`config.mk`:
```
export PLATFORM = sky130hd
export DESIGN_NAME = dm_bus_arbiter
export DESIGN_NICKNAME = d
export VERILOG_FILES = /design/src/rtl/dm_arb_pkg.sv /design/src/rtl/dm_bus_arbiter_rr_arb2.sv /design/src/rtl/dm_bus_arbiter.sv
export SDC_FILE = /design/constraint.sdc
export NUM_CORES = 1
export LEC_CHECK = 0
export BUFFER_PORTS_ARGS = -buffer_cell sky130_fd_sc_hd__buf_2
export CAP_MARGIN = 20
export CORE_AREA = 5 5 105 107
export CTS_BUF_LIST = sky130_fd_sc_hd__clkbuf_4 sky130_fd_sc_hd__clkbuf_8 sky130_fd_sc_hd__clkbuf_16
export DETAILED_ROUTE_END_ITERATION = 7
export DIE_AREA = 0 0 110 112
export GPL_TIMING_DRIVEN = 0
export MAX_ROUTING_LAYER = met4
export RECOVER_POWER = 50
export SKIP_LAST_GASP = 1
export SLEW_MARGIN = 20
export SYNTH_ARGS = -nofsm -noshare
export SYNTH_HDL_FRONTEND = slang
export SYNTH_HIERARCHICAL = 1
export SYNTH_SLANG_ARGS = --single-unit
export TNS_END_PERCENT = 1
```
`constraint.sdc`:
```
create_clock -name clk_i -period 8.2 [get_ports clk_i]
set_input_delay 1.23 -clock clk_i [delete_from_list [all_inputs] [get_ports clk_i]]
set_output_delay 1.23 -clock clk_i [all_outputs]
set_load 0.01 [all_outputs]
```
`src/rtl/dm_arb_pkg.sv`:
```
// Shared types and helpers for the debug-module slave-port arbiter.
package dm_arb_pkg;

  typedef enum logic {
    OWNER_I = 1'b0,
    OWNER_D = 1'b1
  } owner_e;

  // Window is a power-of-two size aligned to its base, so a masked compare of
  // the upper address bits is sufficient.
  function automatic logic in_window(input logic [63:0] addr,
                                     input logic [63:0] base,
                                     input logic [63:0] size);
    logic [63:0] mask;
    mask = ~(size - 64'd1);
    return (addr & mask) == (base & mask);
  endfunction

endpackage

```
`src/rtl/dm_bus_arbiter_rr_arb2.sv`:
```
// Two-way round-robin picker; index 0 is the fetch master, index 1 the data master.
module dm_rr_arb2 (
  input  logic [1:0] req,
  input  logic       rr_ptr,
  output logic [1:0] gnt,
  output logic       rr_ptr_next
);

  always_comb begin
    gnt         = '0;
    rr_ptr_next = rr_ptr;
    unique case (req)
      2'b01: gnt = 2'b01;
      2'b10: gnt = 2'b10;
      2'b11: begin
        // Under contention the pointer names the winner, then moves to the loser.
        gnt         = rr_ptr ? 2'b10 : 2'b01;
        rr_ptr_next = ~rr_ptr;
      end
      default: gnt = '0;
    endcase
  end

endmodule

```
`src/rtl/dm_bus_arbiter.sv`:
```
// Shares the debug module's single slave port between fetch and data masters,
// terminating out-of-window requests locally with an error response.
module dm_bus_arbiter
  import dm_arb_pkg::*;
#(
  parameter int unsigned           BusWidth      = 32,
  parameter logic [BusWidth-1:0]   DmBaseAddress = 'h1000,
  parameter int unsigned           DmWindowSize  = 'h1000
) (
  input  logic                  clk_i,
  input  logic                  rst_ni,

  input  logic                  i_req_i,
  input  logic [BusWidth-1:0]   i_addr_i,
  output logic                  i_gnt_o,
  output logic                  i_rvalid_o,
  output logic [BusWidth-1:0]   i_rdata_o,
  output logic                  i_err_o,

  input  logic                  d_req_i,
  input  logic                  d_we_i,
  input  logic [BusWidth-1:0]   d_addr_i,
  input  logic [BusWidth-1:0]   d_wdata_i,
  input  logic [BusWidth/8-1:0] d_be_i,
  output logic                  d_gnt_o,
  output logic                  d_rvalid_o,
  output logic                  d_err_o,
  output logic [BusWidth-1:0]   d_rdata_o,

  output logic                  slave_req_o,
  output logic                  slave_we_o,
  output logic [BusWidth-1:0]   slave_addr_o,
  output logic [BusWidth-1:0]   slave_wdata_o,
  output logic [BusWidth/8-1:0] slave_be_o,
  input  logic [BusWidth-1:0]   slave_rdata_i
);

  localparam int unsigned BeWidth = BusWidth / 8;

  logic [1:0]          arb_req;
  logic [1:0]          arb_gnt;
  logic                rr_ptr_q;
  logic                rr_ptr_next;

  owner_e              win_owner;
  logic                win_we;
  logic [BusWidth-1:0] win_addr;
  logic [BusWidth-1:0] win_wdata;
  logic [BeWidth-1:0]  win_be;
  logic                win_in_window;
  logic                any_gnt;
  logic                fwd;

  logic                resp_valid_q;
  owner_e              resp_owner_q;
  logic                resp_err_q;
  logic                resp_we_q;
  logic                resp_live;
  logic [BusWidth-1:0] resp_data;

  assign arb_req = {d_req_i, i_req_i};

  dm_rr_arb2 u_rr_arb2 (
    .req         (arb_req),
    .rr_ptr      (rr_ptr_q),
    .gnt         (arb_gnt),
    .rr_ptr_next (rr_ptr_next)
  );

  always_comb begin
    win_owner = OWNER_I;
    win_we    = 1'b0;
    win_addr  = i_addr_i;
    win_wdata = '0;
    win_be    = '1;
    if (arb_gnt[1]) begin
      win_owner = OWNER_D;
      win_we    = d_we_i;
      win_addr  = d_addr_i;
      win_wdata = d_wdata_i;
      win_be    = d_be_i;
    end
  end

  assign win_in_window = in_window(64'(win_addr), 64'(DmBaseAddress), 64'(DmWindowSize));
  assign any_gnt       = rst_ni && (|arb_gnt);
  assign fwd           = any_gnt && win_in_window;

  assign i_gnt_o = rst_ni && arb_gnt[0];
  assign d_gnt_o = rst_ni && arb_gnt[1];

  assign slave_req_o   = fwd;
  assign slave_we_o    = fwd && win_we;
  assign slave_addr_o  = fwd ? win_addr  : '0;
  assign slave_wdata_o = fwd ? win_wdata : '0;
  assign slave_be_o    = fwd ? win_be    : '0;

  always_ff @(posedge clk_i) begin
    if (!rst_ni) begin
      rr_ptr_q     <= 1'b0;
      resp_valid_q <= 1'b0;
      resp_owner_q <= OWNER_I;
      resp_err_q   <= 1'b0;
      resp_we_q    <= 1'b0;
    end else begin
      rr_ptr_q     <= rr_ptr_next;
      resp_valid_q <= any_gnt;
      if (any_gnt) begin
        resp_owner_q <= win_owner;
        resp_err_q   <= !win_in_window;
        resp_we_q    <= win_we;
      end
    end
  end

  // Only in-window reads carry slave data; write acks and errors return zero.
  assign resp_live = rst_ni && resp_valid_q;
  assign resp_data = (resp_err_q || resp_we_q) ? '0 : slave_rdata_i;

  assign i_rvalid_o = resp_live && (resp_owner_q == OWNER_I);
  assign i_err_o    = i_rvalid_o && resp_err_q;
  assign i_rdata_o  = i_rvalid_o ? resp_data : '0;

  assign d_rvalid_o = resp_live && (resp_owner_q == OWNER_D);
  assign d_err_o    = d_rvalid_o && resp_err_q;
  assign d_rdata_o  = d_rvalid_o ? resp_data : '0;

endmodule

```
==> After elaboration in Yosys (flattened, before gate mapping) <==
Cells that the tools add are included.
{ "totals": {"regBits": 5} }
{ "op_classes": {"bitwise": 2, "n_mux": 13, "n_eq_ne": 4, "n_reduce_logical": 13} }
{ "ops": {"columns": ["cell", "count"], "rows": [
  ["$mux W32", 7],
  ["$eq A20 B1 Y1 const B", 1],
  ["$logic_and A1 B1 Y1", 10],
  ["$mux W4", 2],
  ["$pmux W2 S3", 1],
  ["$eq A2 B2 Y1 const B", 2],
  ["$eq A2 B1 Y1 const B", 1],
  ["$mux W1", 2],
  ["$mux W2", 1],
  ["$not A1 Y1", 2],
  ["$reduce_or A2 Y1", 1],
  ["$logic_not A1 Y1", 1],
  ["$logic_or A1 B1 Y1", 1]
]} }

==> Logic depth before layout (Yosys ltp) <==
{ "depth": {"ltp_word": 6, "depth_mapped": 9, "ltp_nobuf": 7} }

==> Cells and area by module <==
Netlist, hierarchy kept.
{ "by_module_without_submodules": {"columns": ["mod", "instances", "seq_area_each_um2", "cells_per_inst", "area_per_inst_um2"], "rows": [
  ["dm_bus_arbiter", 1, 100.1, 219, 1540.2],
  ["dm_rr_arb2", 1, 0.0, 7, 62.6]
]} }

==> Worst setup path before layout <==
Ideal clock, no wire load.
{ "synth_path": {"path_kind": "in2out", "start": "input port i_req_i", "end": "output port slave_be_o[0]", "path_buffers": 2, "t_required_ns": 6.970, "path_slack_ns": 3.812, "arrival_time_ns": 3.158, "path_stages": 9, "path_cell_list": "and2_2 > ha_1 > mux2_1 > buf_6 > nor4b_4 > nand2_2 > a221oi_4 > buf_6 > and3_1"} }
{ "synth_between": {"elab_chain_cells": 6, "word_cells_on_any_way": 11, "classes_between": "eq/ne: 4; mux: 4; reduce/logical: 3"} }
{ "synth_rtl": {"columns": ["item", "line", "text"], "rows": [
  ["start, declared", "dm_bus_arbiter.sv:13", "input logic i_req_i,"],
  ["$eq A2 B2 Y1 / $eq A2 B1 Y1 (equally long branches)", "dm_bus_arbiter_rr_arb2.sv:12", "unique case (req)"],
  ["$pmux W2 S3 (*)", "dm_bus_arbiter_rr_arb2.sv:12", null],
  ["named net arb_gnt[1]", "dm_bus_arbiter.sv:41", "logic [1:0] arb_gnt;"],
  ["$mux W32 / $reduce_or A2 Y1 (equally long branches)", "dm_bus_arbiter.sv:76, dm_bus_arbiter.sv:86", null],
  ["$eq A20 B1 Y1 / $logic_and A1 B1 Y1 (equally long branches)", "dm_arb_pkg.sv:16, dm_bus_arbiter.sv:86", null],
  ["$logic_and A1 B1 Y1", "dm_bus_arbiter.sv:87", "assign fwd = any_gnt && win_in_window;"],
  ["$mux W4 (*)", "dm_bus_arbiter.sv:96", "assign slave_be_o = fwd ? win_be : '0;"],
  ["end, declared", "dm_bus_arbiter.sv:34", "output logic [BusWidth/8-1:0] slave_be_o,"]
]} }
Mark *: on every way through the listed nets, which the timed path passes. The rest lies on a longest branch.

==> Worst setup path after layout <==
{ "layout_path": {"start": "input port i_req_i", "end": "output port slave_be_o[1]"} }
Same word-level chain as after synthesis.

==> impl_metrics.ini <==
[floorplanning]
dieArea_mm2 = 0.0123
fp-row-count = 37
io_pins = 277
die_height_um = 112
core-area_mm2 = 0.0100
initial_core_util = 0.160
die_w_um = 110

[outcome]
status = finished, final reports clean

[clocking]
htreeDepth = 1
numCtsBuffers = 3
cts-root-buf = clkbuf_8
cts_hold_buf = 0
clkLatencyLatePin_ns = 0.23
cts_setup_buffers = 0
cts_tree = built
cts_sinks = 5
clockBufferDepth = 2
cts_resized = 0
clk_pin_slew_ns = 0.04

[final_layout]
fin_cells = 641
fin_nets = 645
diodes = 0
n_fill_cell = 1146
layout-drive-gt1-share = 0.487
area_growth_pct = 91.8

[yosys]
async_reset_ff_frac = 0
synthDistinctLibCells = 33
synthesis.area_mm2 = 0.00160
yosysTopAreaCell = and3_1
synth-edff-count = 0
synth_top_area_frac = 0.445
yosysSeqAreaShare = 0.0625
yosys_warnings = 6
synthCells = 226
synthFlopType = dfxtp_1
synth_area_per_cell_um2 = 7.09
synth_area_leaders = and3_1 (44%), buf_4 (8.9%), mux2_2 (8.4%), dfxtp_1 (6.2%), clkbuf_1 (4.4%)
synth_seq_cells = 5

[route]
dr.pass1.iters = 4
drtIter0Drc = 95
via_count = 2678
drtAntennaViolNets = 0
wirelength_um = 9030
drc = 0
vias_per_cell = 4.18
wl_per_cell_um = 14.1

[timing]
worstMarginPinSlew_ns = 1.33
rsz0062_at_grt = false
setup_viol = 0
tns_ns = 0
fin_ws_ns = 2.63
maxSlewHeadroom = 0.111
post-route-period-util = 0.680
fin_hold_ws_ns = 0.586
hold_viol = 0
drv_slew = 0
clock_skew_ns = 0.00586
min_period_ns = 5.57
max_freq_mhz = 179

[grt]
grt_max_degree = 11
grt_pass1_wl_um = 12700
antenna_found_initial = 0
grt_overflow_total = 0
grt_pass1_vias = 2646
grt_usage = 0.131

[place]
globalplace.congestion = 0.873
dp_slack_ns = 3.30
place_inst = 637
io_buffers = 257
dp_hpwl_um = 7930

[pwr]
total_power_mw = 0.170
leakage_nw = 2.09
irDropWorstVdd_mv = 0.0190
power_density_mw_per_mm2 = 55.4

[run]
drv_cap = 0

[worst_hold_path]
worst_hold_startpoint = resp_err_q
hp-class = reg2reg
hold_depth = 2

[worst_setup_path]
r2r-start = rr_ptr_q
r2r_cells = 8
worstPathRequired_ns = 6.97
cp.arrival_ns = 4.34
crit_path_start_kind = input port
crit_type = in2out
end_kind = output port
setup.worst_path.start = i_req_i
reg2reg_slack_ns = 5.23
critPathMaxFanout = 10
[cell usage after synthesis (3+ instances only)]
| cell type | instances |
|---|---|
| buf_6 | 6 |
| mux2_2 | 12 |
| clkbuf_1 | 19 |
| buf_4 | 19 |
| and2_1 | 7 |
| nor4_1 | 3 |
| nor2_1 | 5 |
| and3_1 | 114 |
| nand2b_1 | 4 |
| dfxtp_1 | 5 |
[worst max-delay path, cell delays in order]
cell	delay [ns]
buf_2	0.11
and2_2	0.20
ha_1	0.18
mux2_1	0.29
clkbuf_1	0.25
nor4_2	0.31
nand3_1	0.12
a221oi_1	1.09
buf_6	0.26
and3_1	0.17
buf_2	0.14
[kinds of logic (layout without fill, tap and decap cells)]
kind of cell,after synthesis,after routing,share of synthesized area
other cells,1,19,0.00234
buf+inv,48,309,0.186
fa+ha+maj,2,2,0.0156
compound gates,5,5,0.0304
mux,14,14,0.0984
simple gates,151,151,0.605
flops,5,5,0.0625
[routing by layer]
| metal | share of wire | global-route usage | vias up |
|---|---|---|---|
| li1 | - | - | 1331 |
| met1 | 0.36 | 0.136 | 1190 |
| met2 | 0.54 | 0.259 | 155 |
| met3 | 0.10 | 0.0174 | 2 |
| met4 | 0.0040 | 0.0224 | 0 |
| met5 | 0 | - | - |
[flip-flops by register name (all words and copies together) (netlist names)]
signal,flops
resp_err_q,1
rr_ptr_q,1
resp_we_q,1
resp_owner_q,1
resp_valid_q,1
[cell usage in the layout, fill, tap and decap left out, drive strengths merged, types with 3 or more instances in the layout]
cell type and instances:
dfxtp 5, nand2b 4, nor4b 3, nor2 5
conb 19, and3 114, mux2 14, and2 8
nor4 5, clkbuf 83, buf 223
[stage by stage]
step           cell area [µm²]   util
2_1_floorplan             1670      -
3_3_place_gp              3130  0.311
3_5_place_dp              3130  0.311
4_1_cts                   3170  0.316
5_1_grt                   3070  0.306
6_report                  3070  0.306
[path summary, 6_finish.rpt]
check | endpoint
setup reg to reg | resp_err_q
hold / removal | resp_err_q
setup / recovery | slave_be_o[1]
hold reg to reg | resp_err_q
[cell type report]
cell class,count,area (µm²),share of cell area
multi-input combinational,191,1250,0.408
timing repair buffer,257,1210,0.395
buffer,46,282,0.0916
tap,136,170,0.0554
sequential,5,100,0.0326
clock buffer,3,41.3,0.0134
inverter,2,7.51,0.00244
clock inverter,1,5.00,0.00163
[power by group]
part / internal [mW] / switching [mW]
sequential: 0.0264 / 0.00131
clock: 0.0327 / 0.0134
combinational: 0.0479 / 0.0485
Power figures use the tool's default switching activity.
